--- config.mk ---
export PLATFORM = sky130hd
export DESIGN_NAME = serial_add_vr
export DESIGN_NICKNAME = d
export VERILOG_FILES = /design/src/rtl/serial_add_vr_pkg.sv /design/src/rtl/fa_vr.sv /design/src/rtl/serial_add_vr.sv
export SDC_FILE = /design/constraint.sdc
export NUM_CORES = 1
export LEC_CHECK = 0
export BUFFER_PORTS_ARGS = -buffer_cell sky130_fd_sc_hd__buf_2
export CAP_MARGIN = 5
export CORE_MARGIN = 5
export CORE_UTILIZATION = 46
export DETAILED_ROUTE_END_ITERATION = 12
export GPL_ROUTABILITY_DRIVEN = 0
export PLACE_DENSITY = 0.82
export SETUP_SLACK_MARGIN = 0.4
export SYNTH_ARGS = -nofsm -noshare
export SYNTH_HDL_FRONTEND = slang
export SYNTH_SLANG_ARGS = --single-unit
--- constraint.sdc ---
create_clock -name clk -period 1.15 [get_ports clk]
set_input_delay 0.23 -clock clk [delete_from_list [all_inputs] [get_ports clk]]
set_output_delay 0.23 -clock clk [all_outputs]
set_load 0.01 [all_outputs]
--- src/rtl/serial_add_vr_pkg.sv ---
// Shared definitions for the bit-serial adder: FSM encoding and default width.
package serial_add_vr_pkg;

    // Same operand width the 4-bit ripple adder is exercised with.
    localparam int ADD_WIDTH = 4;

    typedef enum logic [1:0] {
        ST_IDLE  = 2'b00,
        ST_SHIFT = 2'b01,
        ST_DONE  = 2'b10
    } state_t;

endpackage

--- src/rtl/fa_vr.sv ---
// Single-bit full-adder cell.
module fa_vr (
    output logic sum,
    output logic c_out,
    input  logic a,
    input  logic b,
    input  logic c_in
);

    assign sum   = a ^ b ^ c_in;
    assign c_out = (a & b) | (c_in & (a ^ b));

endmodule

--- src/rtl/serial_add_vr.sv ---
// Bit-serial adder: one full-adder cell and a carry flop add two WIDTH-bit
// operands LSB-first, one bit per clock, with a one-cycle done pulse.
module serial_add_vr
    import serial_add_vr_pkg::*;
#(
    parameter int WIDTH = ADD_WIDTH,
    parameter int CW    = $clog2(WIDTH + 1)
) (
    input  logic             clk,
    input  logic             reset,
    input  logic             start,
    input  logic [WIDTH-1:0] a,
    input  logic [WIDTH-1:0] b,
    input  logic             c_in,
    output logic             busy,
    output logic             done,
    output logic [WIDTH-1:0] sum,
    output logic             c_out
);

    state_t           state_q, state_d;
    logic [WIDTH-1:0] reg_a, reg_b, sum_q;
    logic             carry_q;
    logic [CW-1:0]    cnt_q;
    logic             load, shift;
    logic             fa_sum, fa_cout;

    fa_vr u_fa (
        .sum   (fa_sum),
        .c_out (fa_cout),
        .a     (reg_a[0]),
        .b     (reg_b[0]),
        .c_in  (carry_q)
    );

    always_ff @(posedge clk or posedge reset) begin
        if (reset) state_q <= ST_IDLE;
        else       state_q <= state_d;
    end

    always_comb begin
        state_d = state_q;
        load    = 1'b0;
        shift   = 1'b0;
        case (state_q)
            ST_IDLE: begin
                if (start) begin
                    load    = 1'b1;
                    state_d = ST_SHIFT;
                end
            end
            ST_SHIFT: begin
                shift = 1'b1;
                if (cnt_q == CW'(WIDTH - 1)) state_d = ST_DONE;
            end
            ST_DONE: begin
                // A start in the done cycle is taken directly for back-to-back adds.
                if (start) begin
                    load    = 1'b1;
                    state_d = ST_SHIFT;
                end else begin
                    state_d = ST_IDLE;
                end
            end
            default: state_d = ST_IDLE;
        endcase
    end

    always_ff @(posedge clk or posedge reset) begin
        if (reset) begin
            reg_a   <= '0;
            reg_b   <= '0;
            sum_q   <= '0;
            carry_q <= 1'b0;
            cnt_q   <= '0;
        end else if (load) begin
            reg_a   <= a;
            reg_b   <= b;
            carry_q <= c_in;
            cnt_q   <= '0;
        end else if (shift) begin
            reg_a   <= reg_a >> 1;
            reg_b   <= reg_b >> 1;
            // Shift-based insert keeps WIDTH=1 legal (no [0:1] slice).
            sum_q   <= (sum_q >> 1) | (WIDTH'(fa_sum) << (WIDTH - 1));
            carry_q <= fa_cout;
            cnt_q   <= cnt_q + CW'(1);
        end
    end

    assign busy  = (state_q == ST_SHIFT);
    assign done  = (state_q == ST_DONE);
    assign sum   = sum_q;
    assign c_out = carry_q;

endmodule
==> results by group <==
Timing
  – Setup Viol. Count Final: 4
  – Final min period: 1306 ps
  – Final-report max-slew violation count: 0
  – Worst rel slew slack: 87.52%
  – Fin Clk Skew: 4.812 ps
  – RSZ-0062 raised after global routing: yes
  – Setup ws final: -156.2 ps
  – Final worst path period share: 113.6%
  – Hold violation total from the final report: 0
  – Fmax: 0.7656 GHz
  – Worst Tran Pin Value: 185.7 ps

Clocking
  – # clock sinks: 18
  – CTS root buf: clkbuf_4
  – Clock slew at reported path FFs: 110 ps
  – CTS Buf Count: 3
  – TritonCTS clock tree: built
  – H-tree Lvls: 1
  – Clock Latency Late Sink: 300 ps
  – Maximum clock insertion buffer count: 2

Setup path
  – Worst reg2reg startpoint: state_q[1]
  – R2r endpoint: reg_b[0]
  – Crit. End Element: output port
  – Arr. time, crit path: 1080 ps
  – Crit Path Max Fanout: 3
  – R2R Setup Slk: -10 ps
  – Setup CP Type: reg -> out
  – Crit path from: state_q[0]
  – Crit path required time: 920 ps
  – Crit start category: register
  – R2R depth: 5

Global routing
  – Largest net degree at the start of global routing: 19
  – Initial antenna violation count: 0
  – Overflow left after global routing: 0
  – Number of global-route vias before repair: 846
  – Total GRT Usage: 19.61%
  – First-pass GRT wire length: 3.946 mm

Synthesis
  – Yosys reg bits: 18
  – Mapped Area: 825.8 um2
  – Ys Warns: 0
  – Post-Syn Area per Cell: 10.59 um2
  – Seq/Total Area, Yosys: 54.55%
  – Synth Net Count: 93
  – Mapped Cells: 78
  – Unique cell type count in the Yosys netlist: 27

Floorplanning
  – Core area: 1708 um2
  – FP Rows: 15
  – Chip Height: 52.37 um
  – I/O pin total: 19
  – DIE AREA: 2743 um2
  – Die Wd: 52.37 um
  – Initial Utilization: 48.35%

Detailed routing
  – Via Count: 764
  – Final ANT Viol Nets: 0
  – DRC viols: 0
  – Pre-Repair DR Iteration Count: 3
  – Final WL: 2.373 mm
  – Initial DRC count: 11
  – Vias per cell: 5.269
  – Wire per inst: 16.37 um

Finish
  – Most frequent cells in the layout: dfrtp_1 (17), buf_2 (15), buf_4 (12), buf_6 (10)
  – Final net count: 136
  – Area grow syn2layout: 72.73%
  – Share of cells above drive strength 1: 65.83%
  – Design Area, Final: 1426 um2
  – Number of inserted diodes: 0
  – Final cell count without fillers: 145
  – Commonest non-fill, non-tap cell in the layout: dfrtp_1

Pwr
  – Pwr dens: 3120 nW/um2
  – Seq pwr share: 26.6%
  – Internal power: 0.002716 W
  – Switching share of total power: 38.97%
  – Worst vdd ir: 0.001624 V
  – Leakage power: 0.6798 nW
  – Switch Pwr: 0.001735 W
  – Comb power frac: 64.4%
  – Clock power frac: 8.9%

Hold path
  – Hold Crit Depth: 3
  – Min-delay src: b[1]
  – Hold WC Path Type: in -> reg
  – Hold worst-path end: reg_b[1]

Place
  – Post-place setup slack: 17.39 ps
  – Detailed placement HPWL: 1.200 mm
  – Count of buffers from port buffering: 18
  – Area post-placement: 1006 um2
  – Placed Cells: 123

Status
  – Failing checks: negative setup slack
  – Outcome: complete, but fails checks

Run
  – Number of max-cap violations: 0
## flip-flops by register name, indices dropped and copies added (netlist names)
name	count
reg_b	4
c_out	1
cnt_q	3
state_q	2
sum	4
reg_a	4
## worst max-delay path, cell delays in order (launching register included)
cell     delay, ps
dfrtp_2        450
buf_6          130
nor2b_4         90
buf_6          100
## final cells by class
cell class / count / area [um2]
fill: 82 / 281.5
tap: 25 / 31.28
clock buffer: 4 / 36.28
timing repair buffer: 42 / 377.9
inverter: 3 / 18.77
multi-input combinational: 53 / 510.5
sequential: 18 / 451.7
## worst max-delay path by stage
stage | end | depth (start not counted) | slack [ps]
finish | done | 3 | -160
global route | done | 3 | -210
CTS | done | 3 | -160
detailed placement | c_out | 3 | 20
global placement | sum[3] | 3 | 50
floorplan | sum[3] | 3 | 60
## synth_stat cells
master     count  area, um2
a22oi_1        1      7.510
o22ai_1        3      18.77
nand3_1        4      20.02
mux2i_1        3      30.03
fa_1           1      20.02
and2b_1        1      7.510
inv_1          2      7.510
nor3_1         3      15.01
nor2_1         4      15.01
buf_6          1      11.26
and2_1         1      6.260
clkbuf_2       1      5.000
o2bb2ai_1      1      8.760
a21oi_1        2      10.01
a22o_1         2      17.52
buf_4          1      7.510
a211oi_1       2      15.01
inv_2          1      3.750
a22oi_2        1      12.51
dfrtp_1       18      450.4
o21ai_0        3      15.01
buf_2          1      5.000
ha_1           2      25.02
nand2_1       14      52.55
nor2b_1        3      18.77
nand2b_4       1      13.76
nand2b_1       1      6.260
## cells by family after synthesis
kind of cell               count (synthesis)  synth area share (%)
buffers and inverters                      7                 4.847
and+or+nand+nor                           32                 18.79
AOI/OAI and AO/OA                         15                 12.73
DFF                                       18                 54.55
muxes                                      3                 3.637
adders and majority gates                  3                 5.454
## layer usage
layer	routed length [um]	vias to the layer above	track usage (%)
met1	1006	387	24.36
met5	0	-	0
met4	52	0	8.936
li1	-	356	-
met3	56	6	2.279
met2	1258	15	33.68
## through the flow
stage | utilization (%) | hold slack (ps) | TNS [ps] | power, W
floorplan | - | 168.6 | 0 | 0.002193
global placement | 58.90 | 248.1 | 0 | 0.002500
detailed placement | 58.90 | 259.5 | 0 | 0.002568
CTS | 77.58 | 144.7 | -295.9 | 0.003990
global route | 83.52 | 135.7 | -614.8 | 0.004744
finish | 83.52 | 144.0 | -305.2 | 0.004451
## power groups by stage
stage | Sequential, W | Combinational [W] | Clock [W]
floorplan | 0.00116 | 0.00103 | 0
global placement | 0.00117 | 0.00133 | 0
detailed placement | 0.00118 | 0.00139 | 0
CTS | 0.00117 | 0.00242 | 0.000402
global route | 0.00122 | 0.00309 | 0.000433
finish | 0.00119 | 0.00287 | 0.000398
## what timing repair did
action	in CTS	in global routing
endpoints found under the setup margin	25	43
hold endpoints to repair	18	0
pin swaps	18	5
gates cloned	2	0
buffers inserted	11	4
resized for setup	34	17
hold buffers	1	0
Power figures use the tool's default switching activity.
